--- config.mk ---
export PLATFORM = sky130hd
export DESIGN_NAME = fsm_cmd_responder
export DESIGN_NICKNAME = d
export VERILOG_FILES = /design/src/rtl/fsm_cmd_responder.sv
export SDC_FILE = /design/constraint.sdc
export NUM_CORES = 1
export LEC_CHECK = 0
export CAP_MARGIN = 25
export CORE_MARGIN = 5
export CORE_UTILIZATION = 50
export DETAILED_ROUTE_END_ITERATION = 10
export PLACE_DENSITY = 0.77
export SLEW_MARGIN = 30
export SYNTH_ARGS = -nofsm -noshare
export SYNTH_HDL_FRONTEND = slang
export SYNTH_SLANG_ARGS = --single-unit
--- constraint.sdc ---
create_clock -name clk -period 13.7 [get_ports clk]
set_clock_uncertainty 0.1 [all_clocks]
set_input_delay 4.11 -clock clk [delete_from_list [all_inputs] [get_ports clk]]
set_output_delay 4.11 -clock clk [all_outputs]
set_load 0.02 [all_outputs]
--- src/rtl/fsm_cmd_responder.sv ---
// ============================================================================
// Module   : fsm_cmd_responder
// Purpose  : Single-outstanding command responder: WRITE/READ/CLEAR/NOP
//            against a local register bank, valid/ready request and response.
// Option   : FSM_CMD_RESPONDER_PARITY_EN adds req_parity / rsp_parity.
// Revision : 1.0 - initial release
// ============================================================================
`default_nettype none

module fsm_cmd_responder #(
  parameter int DATA_W = 32,
  parameter int ADDR_W = 4,
  parameter int DEPTH  = 8,
  parameter int OP_LAT = 4
) (
  input  logic              clk,
  input  logic              rst,
  input  logic              req_valid,
  output logic              req_ready,
  input  logic [1:0]        req_op,
  input  logic [ADDR_W-1:0] req_addr,
  input  logic [DATA_W-1:0] req_wdata,
  output logic              rsp_valid,
  input  logic              rsp_ready,
  output logic [DATA_W-1:0] rsp_rdata,
  output logic              rsp_err,
`ifdef FSM_CMD_RESPONDER_PARITY_EN
  input  logic              req_parity,
  output logic              rsp_parity,
`endif
  output logic              busy
);

  localparam int MAX_CNT = (OP_LAT > DEPTH) ? OP_LAT : DEPTH;
  localparam int CNT_W   = $clog2(MAX_CNT) + 1;

  localparam logic [1:0] c_op_write = 2'b01;
  localparam logic [1:0] c_op_read  = 2'b10;
  localparam logic [1:0] c_op_clear = 2'b11;

  typedef enum logic [1:0] {
    S_IDLE = 2'd0,
    S_EXEC = 2'd1,
    S_RESP = 2'd2
  } state_t;

  state_t              state_q, state_d;
  logic [1:0]          op_q;
  logic [ADDR_W-1:0]   addr_q;
  logic [DATA_W-1:0]   wdata_q;
  logic [CNT_W-1:0]    cnt_q;
  logic [DATA_W-1:0]   rdata_q;
  logic                err_q;
  logic                perr_q;
  logic [DATA_W-1:0]   regs_q [DEPTH];

  logic                w_accept;
  logic                w_last;
  logic                w_err;
  logic [DATA_W-1:0]   w_rdata;

  assign w_accept = (state_q == S_IDLE) && req_valid;
  assign w_last   = (state_q == S_EXEC) && (cnt_q == CNT_W'(1));
  assign w_err    = (((op_q == c_op_write) || (op_q == c_op_read)) &&
                     (int'(addr_q) >= DEPTH)) || perr_q;

  always_comb begin
    w_rdata = '0;
    if ((op_q == c_op_read) && !w_err) begin
      for (int i = 0; i < DEPTH; i++) begin
        if (addr_q == ADDR_W'(i)) w_rdata = regs_q[i];
      end
    end
  end

  always_ff @(posedge clk or posedge rst) begin
    if (rst) state_q <= S_IDLE;
    else     state_q <= state_d;
  end

  // Next state and handshake outputs; unused encoding falls back to IDLE.
  always_comb begin
    state_d   = S_IDLE;
    req_ready = 1'b0;
    rsp_valid = 1'b0;
    busy      = 1'b0;
    case (state_q)
      S_IDLE: begin
        req_ready = !rst;
        state_d   = w_accept ? S_EXEC : S_IDLE;
      end
      S_EXEC: begin
        busy    = 1'b1;
        state_d = w_last ? S_RESP : S_EXEC;
      end
      S_RESP: begin
        busy      = 1'b1;
        rsp_valid = 1'b1;
        state_d   = rsp_ready ? S_IDLE : S_RESP;
      end
      default: state_d = S_IDLE;
    endcase
  end

  always_ff @(posedge clk or posedge rst) begin
    if (rst) begin
      op_q    <= '0;
      addr_q  <= '0;
      wdata_q <= '0;
      cnt_q   <= '0;
      rdata_q <= '0;
      err_q   <= 1'b0;
      perr_q  <= 1'b0;
      for (int i = 0; i < DEPTH; i++) regs_q[i] <= '0;
    end else if (w_accept) begin
      op_q    <= req_op;
      addr_q  <= req_addr;
      wdata_q <= req_wdata;
      cnt_q   <= (req_op == c_op_clear) ? CNT_W'(DEPTH) : CNT_W'(OP_LAT);
`ifdef FSM_CMD_RESPONDER_PARITY_EN
      perr_q  <= (req_op == c_op_write) && (req_parity != ^req_wdata);
`else
      perr_q  <= 1'b0;
`endif
    end else if (state_q == S_EXEC) begin
      cnt_q <= cnt_q - CNT_W'(1);
      // CLEAR walks the bank: register i is cleared on EXEC cycle i+1.
      if (op_q == c_op_clear) begin
        for (int i = 0; i < DEPTH; i++) begin
          if (cnt_q == CNT_W'(DEPTH - i)) regs_q[i] <= '0;
        end
      end
      if (w_last) begin
        rdata_q <= w_rdata;
        err_q   <= w_err;
        if ((op_q == c_op_write) && !w_err) begin
          for (int i = 0; i < DEPTH; i++) begin
            if (addr_q == ADDR_W'(i)) regs_q[i] <= wdata_q;
          end
        end
      end
    end
  end

  assign rsp_rdata = rdata_q;
  assign rsp_err   = err_q;

`ifdef FSM_CMD_RESPONDER_PARITY_EN
  logic parity_q;

  always_ff @(posedge clk or posedge rst) begin
    if (rst)         parity_q <= 1'b0;
    else if (w_last) parity_q <= ^w_rdata;
  end

  assign rsp_parity = parity_q;
`endif

endmodule

`default_nettype wire

==> results of run 1 <==
==> how the worst max path moves through the flow <==
stage,start,to,slack (ns),cells after the start
after floorplan,rst,addr_q[0],0.27,1
after global placement,rst,req_ready,4.10,3
after detailed placement,rst,req_ready,4.11,3
after CTS,rst,req_ready,4.11,3
after global routing,rst,req_ready,4.03,3
final,rst,req_ready,4.10,3
==> logic make-up (layout without fill, tap and decap cells) <==
kind of cell / Yosys count / count (layout) / synth area share (%)
XOR/XNOR: 3 / 3 / 0.168
AO/OA/AOI/OAI: 245 / 245 / 11.2
adder cells (fa/ha/maj): 11 / 11 / 0.878
buffers and inverters: 167 / 185 / 4.65
flip-flops: 333 / 333 / 53.1
AND/OR/NAND/NOR: 796 / 796 / 22.1
multiplexers: 120 / 120 / 7.90
==> through the flow <==
| step | total power, mW | hold WS, ns | instances | utilization (%) |
|---|---|---|---|---|
| after floorplan | 1.96 | 0.355 | 1675 | - |
| after global placement | 2.23 | 0.366 | 2025 | 53.9 |
| after detailed placement | 2.26 | 0.376 | 2027 | 54.0 |
| after CTS | 3.20 | 0.390 | 2087 | 57.7 |
| after global routing | 3.35 | 0.399 | 2089 | 57.8 |
| final | 3.21 | 0.386 | 2089 | 57.8 |
==> layout make-up <==
type                    count  share of cell area, %
flip-flops and latches    333                   46.9
multi-input cells        1175                   37.6
repair buffers            116                   6.08
clock buffers              50                   5.69
well taps                 396                   2.79
clock inverters            10                  0.654
inverters                   9                  0.260
==> routing by layer <==
metal	vias up	track usage, %	routed length, um
li1	5696	-	-
met1	6279	32.9	18100
met2	668	42.3	21800
met3	131	5.08	3940
met4	0	9.90	1680
met5	-	0	0
==> critical path, delay by kind of cell <==
family	cells	cell delay, ns
and+or+nand+nor	1	0.15
buffers and inverters	2	1.13
==> power by group through the flow <==
stage	Clock, mW	Sequential (mW)	Combinational, mW
final	0.949	1.40	0.863
after detailed placement	0	1.41	0.853
after global routing	0.993	1.42	0.936
after floorplan	0	1.27	0.691
after CTS	0.954	1.39	0.857
after global placement	0	1.40	0.829
==> registers in the layout, indices dropped and copies added (netlist names) <==
| name | flops |
|---|---|
| rsp_rdata | 32 |
| wdata_q | 32 |
| cnt_q | 4 |
| state_q | 2 |
| op_q | 2 |
| regs_q | 256 |
| rsp_err | 1 |
| addr_q | 4 |
==> placed cells by master (no fill, tap or decap), drive strengths merged, types with 6 or more instances in the layout <==
master	instances
nand2b	9
nand3	166
ha	11
a2bb2oi	32
mux2	30
clkbuf	51
a22o	32
nor2b	9
buf	38
o21ai	106
nor4	6
a21oi	7
a32o	29
nor2	9
nand2	571
o221ai	27
clkdlybuf4s50	77
mux2i	90
inv	11
dfrtp	333
==> flow_summary.yaml, run 1 <==
detailed_routing:
  ant_nets: 0
  finalWirelength_um: 45500
  via_per_inst: 6.11
  drtIter0Drc: 1243
  drc_errors: 0
  first_pass_iters: 6
  wl_per_cell_um: 21.8
  vias: 12800
pwr:
  ir_worst_vdd_v: 0.000144
  power_frac_seq_pct: 43.6
  power_density_mw_per_mm2: 181
  total_leakage_power_nw: 8.65
  swShare_pct: 36.1
  combPwrFrac_pct: 26.9
  power.internal_mw: 2.05
  p_sw_mw: 1.16
  clkPwrFrac_pct: 29.6
global_routing:
  grt_remaining_overflow: 0
  antenna_found_initial: 0
  grt_max_degree: 131
  first_global_vias: 12900
  grt_first_pass_wirelength_um: 71700
  grt_usage_pct: 25.4
clocking:
  worstSkewPairLatency_ns: 0.53
  ctsHoldBuffers: 0
  post_cts_buffers: 0
  clockRootBuffer: "clkbuf_16"
  cts.htree.levels: 2
  clk_pin_slew_worst_paths_ns: 0.06
  numCtsBuffers: 35
  post_cts_resized: 0
  clock-sinks: 333
  cts_tree: "built"
  cts_buffer_depth: 3
setup_path:
  startpoint_type: "input port"
  worst_setup_path_end_kind: "output port"
  path_class: "input port to output port"
  r2r_start: "addr_q[1]"
  worstReg2RegEnd: "regs_q[177]"
  reg2reg_depth: 7
  rrSetupSlack_ns: 9.40
  path_cells: "clkdlybuf4s50_1 > nor2b_1 > clkdlybuf4s50_1"
  arrival_ns: 5.39
  cp_slowest_cell: "clkdlybuf4s50_1"
  cp.required_ns: 9.49
  cpPeakStageDelay_ns: 0.61
  crit_top_cell: "clkdlybuf4s50_1"
  path_max_fanout: 2
sta:
  fin_crit_ns: 9.60
  worst_pin_slew_ns: 0.986
  rsz0062_at_grt: "no"
  worst_slack_ns: 4.10
  setup_viol: 0
  fmax_mhz: 104
  tns_ns: 0
  fin_crit_sh_pct: 70.1
  hold_viol_final: 0
  relSlewSlack_pct: 34.1
  drv_slew: 0
run_status:
  status: "finished, final reports clean"
synth:
  synth_area_leaders: "dfrtp_1, nand2_1, mux2i_1"
  ys_warn_count: 0
  async_reset_ff_share_pct: 100
  yosysTopAreaCell: "dfrtp_1"
  syn-num-nets: 1728
  synth_top_cell_area_share_pct: 53.1
  syn_area_mm2: 0.0157
  syn_area_per_cell_um2: 9.36
  syn-instance-count: 1675
  synth-main-ff-cell: "dfrtp_1"
  synth_seq_cells: 333
  synth_edf_count: 0
  ys_types: 52
  ys_seq_area_share_pct: 53.1
  synth_commonest_cells: "nand2_1, dfrtp_1, nand3_1, clkbuf_1, o21ai_0"
  synth.most_common_cell: "nand2_1"
hold_path:
  min_path_type: "flip-flop to flip-flop"
  min_path_cells: 2
  min_from: "regs_q[231]"
  hold_end: "regs_q[231]"
die:
  fp.dieArea_mm2: 0.0350
  die_w_um: 187
  die_height_um: 187
  fp.coreArea_mm2: 0.0307
  rows: 64
  start_util_pct: 51.0
  io_pins: 78
flow_run:
  maxCapViolCount: 0
cells_and_area:
  drive_gt1_share_pct: 9.16
  nNetsFinal: 1723
  multi_input_area_mm2: 0.00669
  ff_latch_area_mm2: 0.00834
  design_area_mm2: 0.0178
  fillers: 2617
  syn2layout_area_growth_pct: 13.4
  n_antenna_cell: 0
place:
  hpwl_um: 25400
  pre_cts_slack_ns: 4.11
  postPlaceCellArea_mm2: 0.0166
  portBuffers: 77
  routabilityCongestion: 0.843
Note: power is estimated with default switching activity, not from simulation.
==> run 2, diff against run 1 <==
==> constraint.sdc (replaced) <==
create_clock -name clk -period 8.8 [get_ports clk]
set_clock_uncertainty 0.1 [all_clocks]
set_input_delay 2.64 -clock clk [delete_from_list [all_inputs] [get_ports clk]]
set_output_delay 2.64 -clock clk [all_outputs]
set_load 0.02 [all_outputs]
==> run 2 against run 1 <==
Compared with the run above:
- worst setup slack got worse by 1.9 ns
- combinational power rose by 55%
- clock power rose by 66%
- via count fell by 0.64%
- power rose by 59%
- die area did not move
- non-clock buffer count rose by 1
- sequential cell count did not move
- sequential power rose by 56%
- global-route usage rose by 0.53 points
- first-iteration DRC count rose by 10%
- cell area rose by 0.72%
==> flow_summary.yaml, run 2 (synthesis gave the netlist of run 1 again) <==
hold_path:
  min_path_type: "flip-flop to flip-flop"
  min_path_cells: 2
place:
  portBuffers: 77
  routabilityCongestion: 0.841
  pre_cts_slack_ns: 2.23
  hpwl_um: 25600
pwr:
  ir_worst_vdd_v: 0.000160
  power_density_mw_per_mm2: 285
  total_leakage_power_nw: 8.71
detailed_routing:
  drt-met1-wl_um: 18400
  drc_errors: 0
  vias: 12700
  ant_nets: 0
  wl_met3_um: 4030
  top_layer_used: "met4"
  finalWirelength_um: 45700
  route.met2.wl_um: 21900
  drtIter0Drc: 1371
  via_per_inst: 6.06
  first_pass_iters: 6
  wl_per_cell_um: 21.8
setup_path:
  worstSetupEndpoint: "req_ready"
  startpoint: "rst"
  worst_setup_path_end_kind: "output port"
  r2r_start: "addr_q[1]"
  startpoint_type: "input port"
  cpPeakStageDelay_ns: 0.61
  cp_slowest_cell: "clkdlybuf4s50_1"
  cp.required_ns: 6.06
  path_class: "input port to output port"
  crit_buf_inv: 2
  critPathTopFamily: "buffers and inverters"
  worstReg2RegEnd: "regs_q[166]"
  path_max_fanout: 2
  crit_top_cell: "clkdlybuf4s50_1"
  path_cells: "clkdlybuf4s50_1 > nor2b_1 > clkdlybuf4s50_1"
  cp.depth: 3
  reg2reg_depth: 6
  rrSetupSlack_ns: 4.94
  arrival_ns: 3.83
clocking:
  ctsHoldBuffers: 0
  cts_buffer_depth: 3
  numCtsBuffers: 36
  clockRootBuffer: "clkbuf_16"
  cts.htree.levels: 2
  clk_pin_slew_worst_paths_ns: 0.06
  post_cts_buffers: 0
  worstSkewPairLatency_ns: 0.53
  post_cts_resized: 0
  cts_tree: "built"
  clock-sinks: 333
sta:
  fin_crit_sh_pct: 74.7
  fmax_mhz: 152
  hold_viol_final: 0
  worst_pin_slew_ns: 0.989
  relSlewSlack_pct: 33.8
  fin_crit_ns: 6.57
  rsz0062_at_grt: "no"
  tns_ns: 0
  setup_viol: 0
  drv_slew: 0
  worst_slack_ns: 2.23
die:
  rows: 64
  die_height_um: 187
  fp.dieArea_mm2: 0.0350
  die_w_um: 187
  fp.coreArea_mm2: 0.0307
  start_util_pct: 51.0
  io_pins: 78
global_routing:
  grt_remaining_overflow: 0
  grt_max_degree: 139
  antenna_found_initial: 0
  grt_usage_pct: 25.9
  first_global_vias: 13100
  grt_first_pass_wirelength_um: 72900
flow_run:
  maxCapViolCount: 0
cells_and_area:
  largest_reg_flops: 256
  nNetsFinal: 1725
  n_antenna_cell: 0
  top_register: "regs_q"
  drive_gt1_share_pct: 9.59
  layout_common_cells: "nand2_1, dfrtp_1, nand3_1"
  final_common_cell: "nand2_1"
  syn2layout_area_growth_pct: 14.2
run_status:
  status: "finished, final reports clean"
## run 2: how the worst min path moves through the flow
stage                              to   startpoint  slack (ns)
after floorplan           regs_q[106]  regs_q[106]        0.36
after global placement    regs_q[121]  regs_q[121]        0.37
after detailed placement  regs_q[122]  regs_q[122]        0.37
after CTS                 regs_q[122]  regs_q[122]        0.39
after global routing      regs_q[225]  regs_q[225]        0.41
final                     regs_q[127]  regs_q[127]        0.39
## run 2: layout make-up
class                           count  area, um^2
Clock buffer                       54        1100
Clock inverter                     11         144
Fill cell                        2625       12800
Inverter                            9        37.5
Multi-Input combinational cell   1175        6690
Sequential cell                   333        8340
Tap cell                          396         495
Timing Repair Buffer              117        1110
## run 2: power breakdown
group / leakage, nW / switching, mW / internal (mW) / total [mW]
Sequential: 4.57 / 0.381 / 1.80 / 2.18
Combinational: 3.52 / 0.807 / 0.533 / 1.34
Clock: 0.613 / 0.624 / 0.955 / 1.58
## run 2: per-layer routing
metal / track usage, % / vias to the layer above
met4: 9.76 / 0
li1: - / 5711
met2: 42.9 / 594
met5: 0 / -
met1: 34.1 / 6270
met3: 5.08 / 117
## run 2: worst min-delay path, delay by kind of cell (launching register included)
family           cells  cell delay, ns
flip-flops           1            0.34
AND/OR/NAND/NOR      2            0.11
## run 2: through the flow
step                      cell area, um^2  hold slack, ns  utilization (%)  total power, mW  cells
after floorplan                     15700           0.355                -             3.05   1675
after global placement              16600           0.366             54.0             3.47   2024
after detailed placement            16600           0.374             54.1             3.52   2028
after CTS                           17900           0.387             58.2             5.10   2093
after global routing                17900           0.408             58.2             5.34   2095
final                               17900           0.385             58.2             5.10   2095
==> run 3, diff against run 2 <==
--- a/config.mk
+++ b/config.mk
@@ -9,7 +9,7 @@
 export CORE_MARGIN = 5
 export CORE_UTILIZATION = 50
 export DETAILED_ROUTE_END_ITERATION = 10
-export PLACE_DENSITY = 0.77
+export PLACE_DENSITY = 0.74
 export SLEW_MARGIN = 30
 export SYNTH_ARGS = -nofsm -noshare
 export SYNTH_HDL_FRONTEND = slang
==> constraint.sdc (replaced) <==
create_clock -name clk -period 6.09 [get_ports clk]
set_clock_uncertainty 0.1 [all_clocks]
set_input_delay 1.827 -clock clk [delete_from_list [all_inputs] [get_ports clk]]
set_output_delay 1.827 -clock clk [all_outputs]
set_load 0.02 [all_outputs]
==> run 3 against run 2 <==
Compared with the run above:
- combinational power rose by 43%
- sequential share of layout area rose by 0.26 points
- cell area fell by 0.54%
- sequential power rose by 46%
- via count fell by 1.1%
- first-iteration DRC count fell by 16%
- clock power rose by 38%
==> flow_summary.yaml, run 3 (synthesis gave the netlist of run 1 again) <==
detailed_routing:
  finalWirelength_um: 44400
  drtIter0Drc: 1155
  ant_nets: 0
  via_per_inst: 6.01
  vias: 12600
  first_pass_iters: 6
  drc_errors: 0
  wl_per_cell_um: 21.3
die:
  start_util_pct: 51.0
  die_height_um: 187
  io_pins: 78
  rows: 64
  fp.dieArea_mm2: 0.0350
  die_w_um: 187
  fp.coreArea_mm2: 0.0307
pwr:
  swShare_pct: 35.8
  power.internal_mw: 4.67
  p_total_mw: 7.27
  total_leakage_power_nw: 8.66
  clkPwrFrac_pct: 30.0
  power_frac_seq_pct: 43.8
  combPwrFrac_pct: 26.2
  p_sw_mw: 2.60
  ir_worst_vdd_v: 0.000198
  power_density_mw_per_mm2: 408
sta:
  rsz0062_at_grt: "no"
  drv_slew: 0
  hold_viol_final: 0
  worst_pin_slew_ns: 1.05
  setup_viol: 0
  fin_crit_sh_pct: 82.7
  tns_ns: 0
  relSlewSlack_pct: 30.1
  fin_crit_ns: 5.04
  fmax_mhz: 199
global_routing:
  first_global_vias: 12800
  antenna_found_initial: 0
  grt_remaining_overflow: 0
  grt_usage_pct: 25.3
  grt_first_pass_wirelength_um: 71600
  grt_max_degree: 110
clocking:
  clockRootBuffer: "clkbuf_16"
  post_cts_resized: 0
  cts_buffer_depth: 3
  clock-sinks: 333
  cts_tree: "built"
  numCtsBuffers: 36
  cts.htree.levels: 2
  post_cts_buffers: 0
  worstSkewPairLatency_ns: 0.52
  ctsHoldBuffers: 0
  clk_pin_slew_worst_paths_ns: 0.06
cells_and_area:
  final_common_cell: "nand2_1"
  n_antenna_cell: 0
  top_register: "regs_q"
  nNetsFinal: 1723
  drive_gt1_share_pct: 9.09
  syn2layout_area_growth_pct: 13.6
  largest_reg_flops: 256
  layout_common_cells: "nand2_1, dfrtp_1, nand3_1"
hold_path:
  hold_end: "regs_q[113]"
  min_from: "regs_q[113]"
  min_path_cells: 2
  min_path_type: "flip-flop to flip-flop"
setup_path:
  worstReg2RegEnd: "regs_q[24]"
  rrSetupSlack_ns: 2.66
  worst_setup_path_end_kind: "output port"
  startpoint_type: "input port"
  cp.required_ns: 4.16
  path_class: "input port to output port"
  arrival_ns: 3.11
  r2r_start: "addr_q[1]"
  reg2reg_depth: 5
  path_max_fanout: 2
flow_run:
  maxCapViolCount: 0
place:
  portBuffers: 77
  routabilityCongestion: 0.819
  hpwl_um: 25200
run_status:
  status: "finished, final reports clean"
-- run 3: changes by cell type in the layout (fill, tap and decap cells not counted), sizes merged --
cell and delta:
clkinvlp -1, bufinv -2, inv -2, clkbuf +2, buf -2
-- run 3: power groups by stage --
stage               combinational [mW]  sequential, mW  clock, mW
finish                            1.91            3.18       2.18
global placement                  1.85            3.18          0
global route                      2.08            3.24       2.30
floorplan                         1.55            2.85          0
CTS                               1.90            3.17       2.21
detailed placement                1.89            3.20          0
-- run 3: final cells by class --
type	instances	area, um^2
Clock inverter	6	66.3
Multi-Input combinational cell	1175	6690
Inverter	9	37.5
Sequential cell	333	8340
Fill cell	2635	12900
Clock buffer	56	1110
Timing Repair Buffer	115	1080
Tap cell	396	495
-- run 3: worst max path at each step --
stage / startpoint / to / slack, ns / cells after the start
floorplan: rst / addr_q[0] / -0.29 / 1
global placement: rst / req_ready / 1.11 / 3
detailed placement: rst / req_ready / 1.08 / 3
CTS: rst / req_ready / 1.07 / 3
global route: rst / req_ready / 1.04 / 3
finish: rst / req_ready / 1.05 / 3
-- run 3: stage by stage --
stage / utilization [%] / hold slack (ns) / setup WS (ns) / instance area [um^2] / cells
5_1_grt: 57.9 / 0.409 / 1.04 / 17800 / 2090
2_1_floorplan: - / 0.355 / -0.286 / 15700 / 1675
6_report: 57.9 / 0.383 / 1.05 / 17800 / 2090
4_1_cts: 57.9 / 0.387 / 1.07 / 17800 / 2089
3_3_place_gp: 54.0 / 0.367 / 1.11 / 16600 / 2026
3_5_place_dp: 54.1 / 0.374 / 1.08 / 16600 / 2027
-- run 3: routing by layer --
layer	vias to the layer above	part of all wire (%)	GRT usage [%]
li1	5692	-	-
met1	6194	42	34.0
met2	576	48	41.6
met3	92	7.5	4.18
met4	0	2.8	9.39
met5	-	0	0
-- run 3: worst max-delay path, cell delays in order --
cell and delay [ns]:
clkdlybuf4s50_1 0.47, nor2b_1 0.18, clkdlybuf4s50_1 0.63
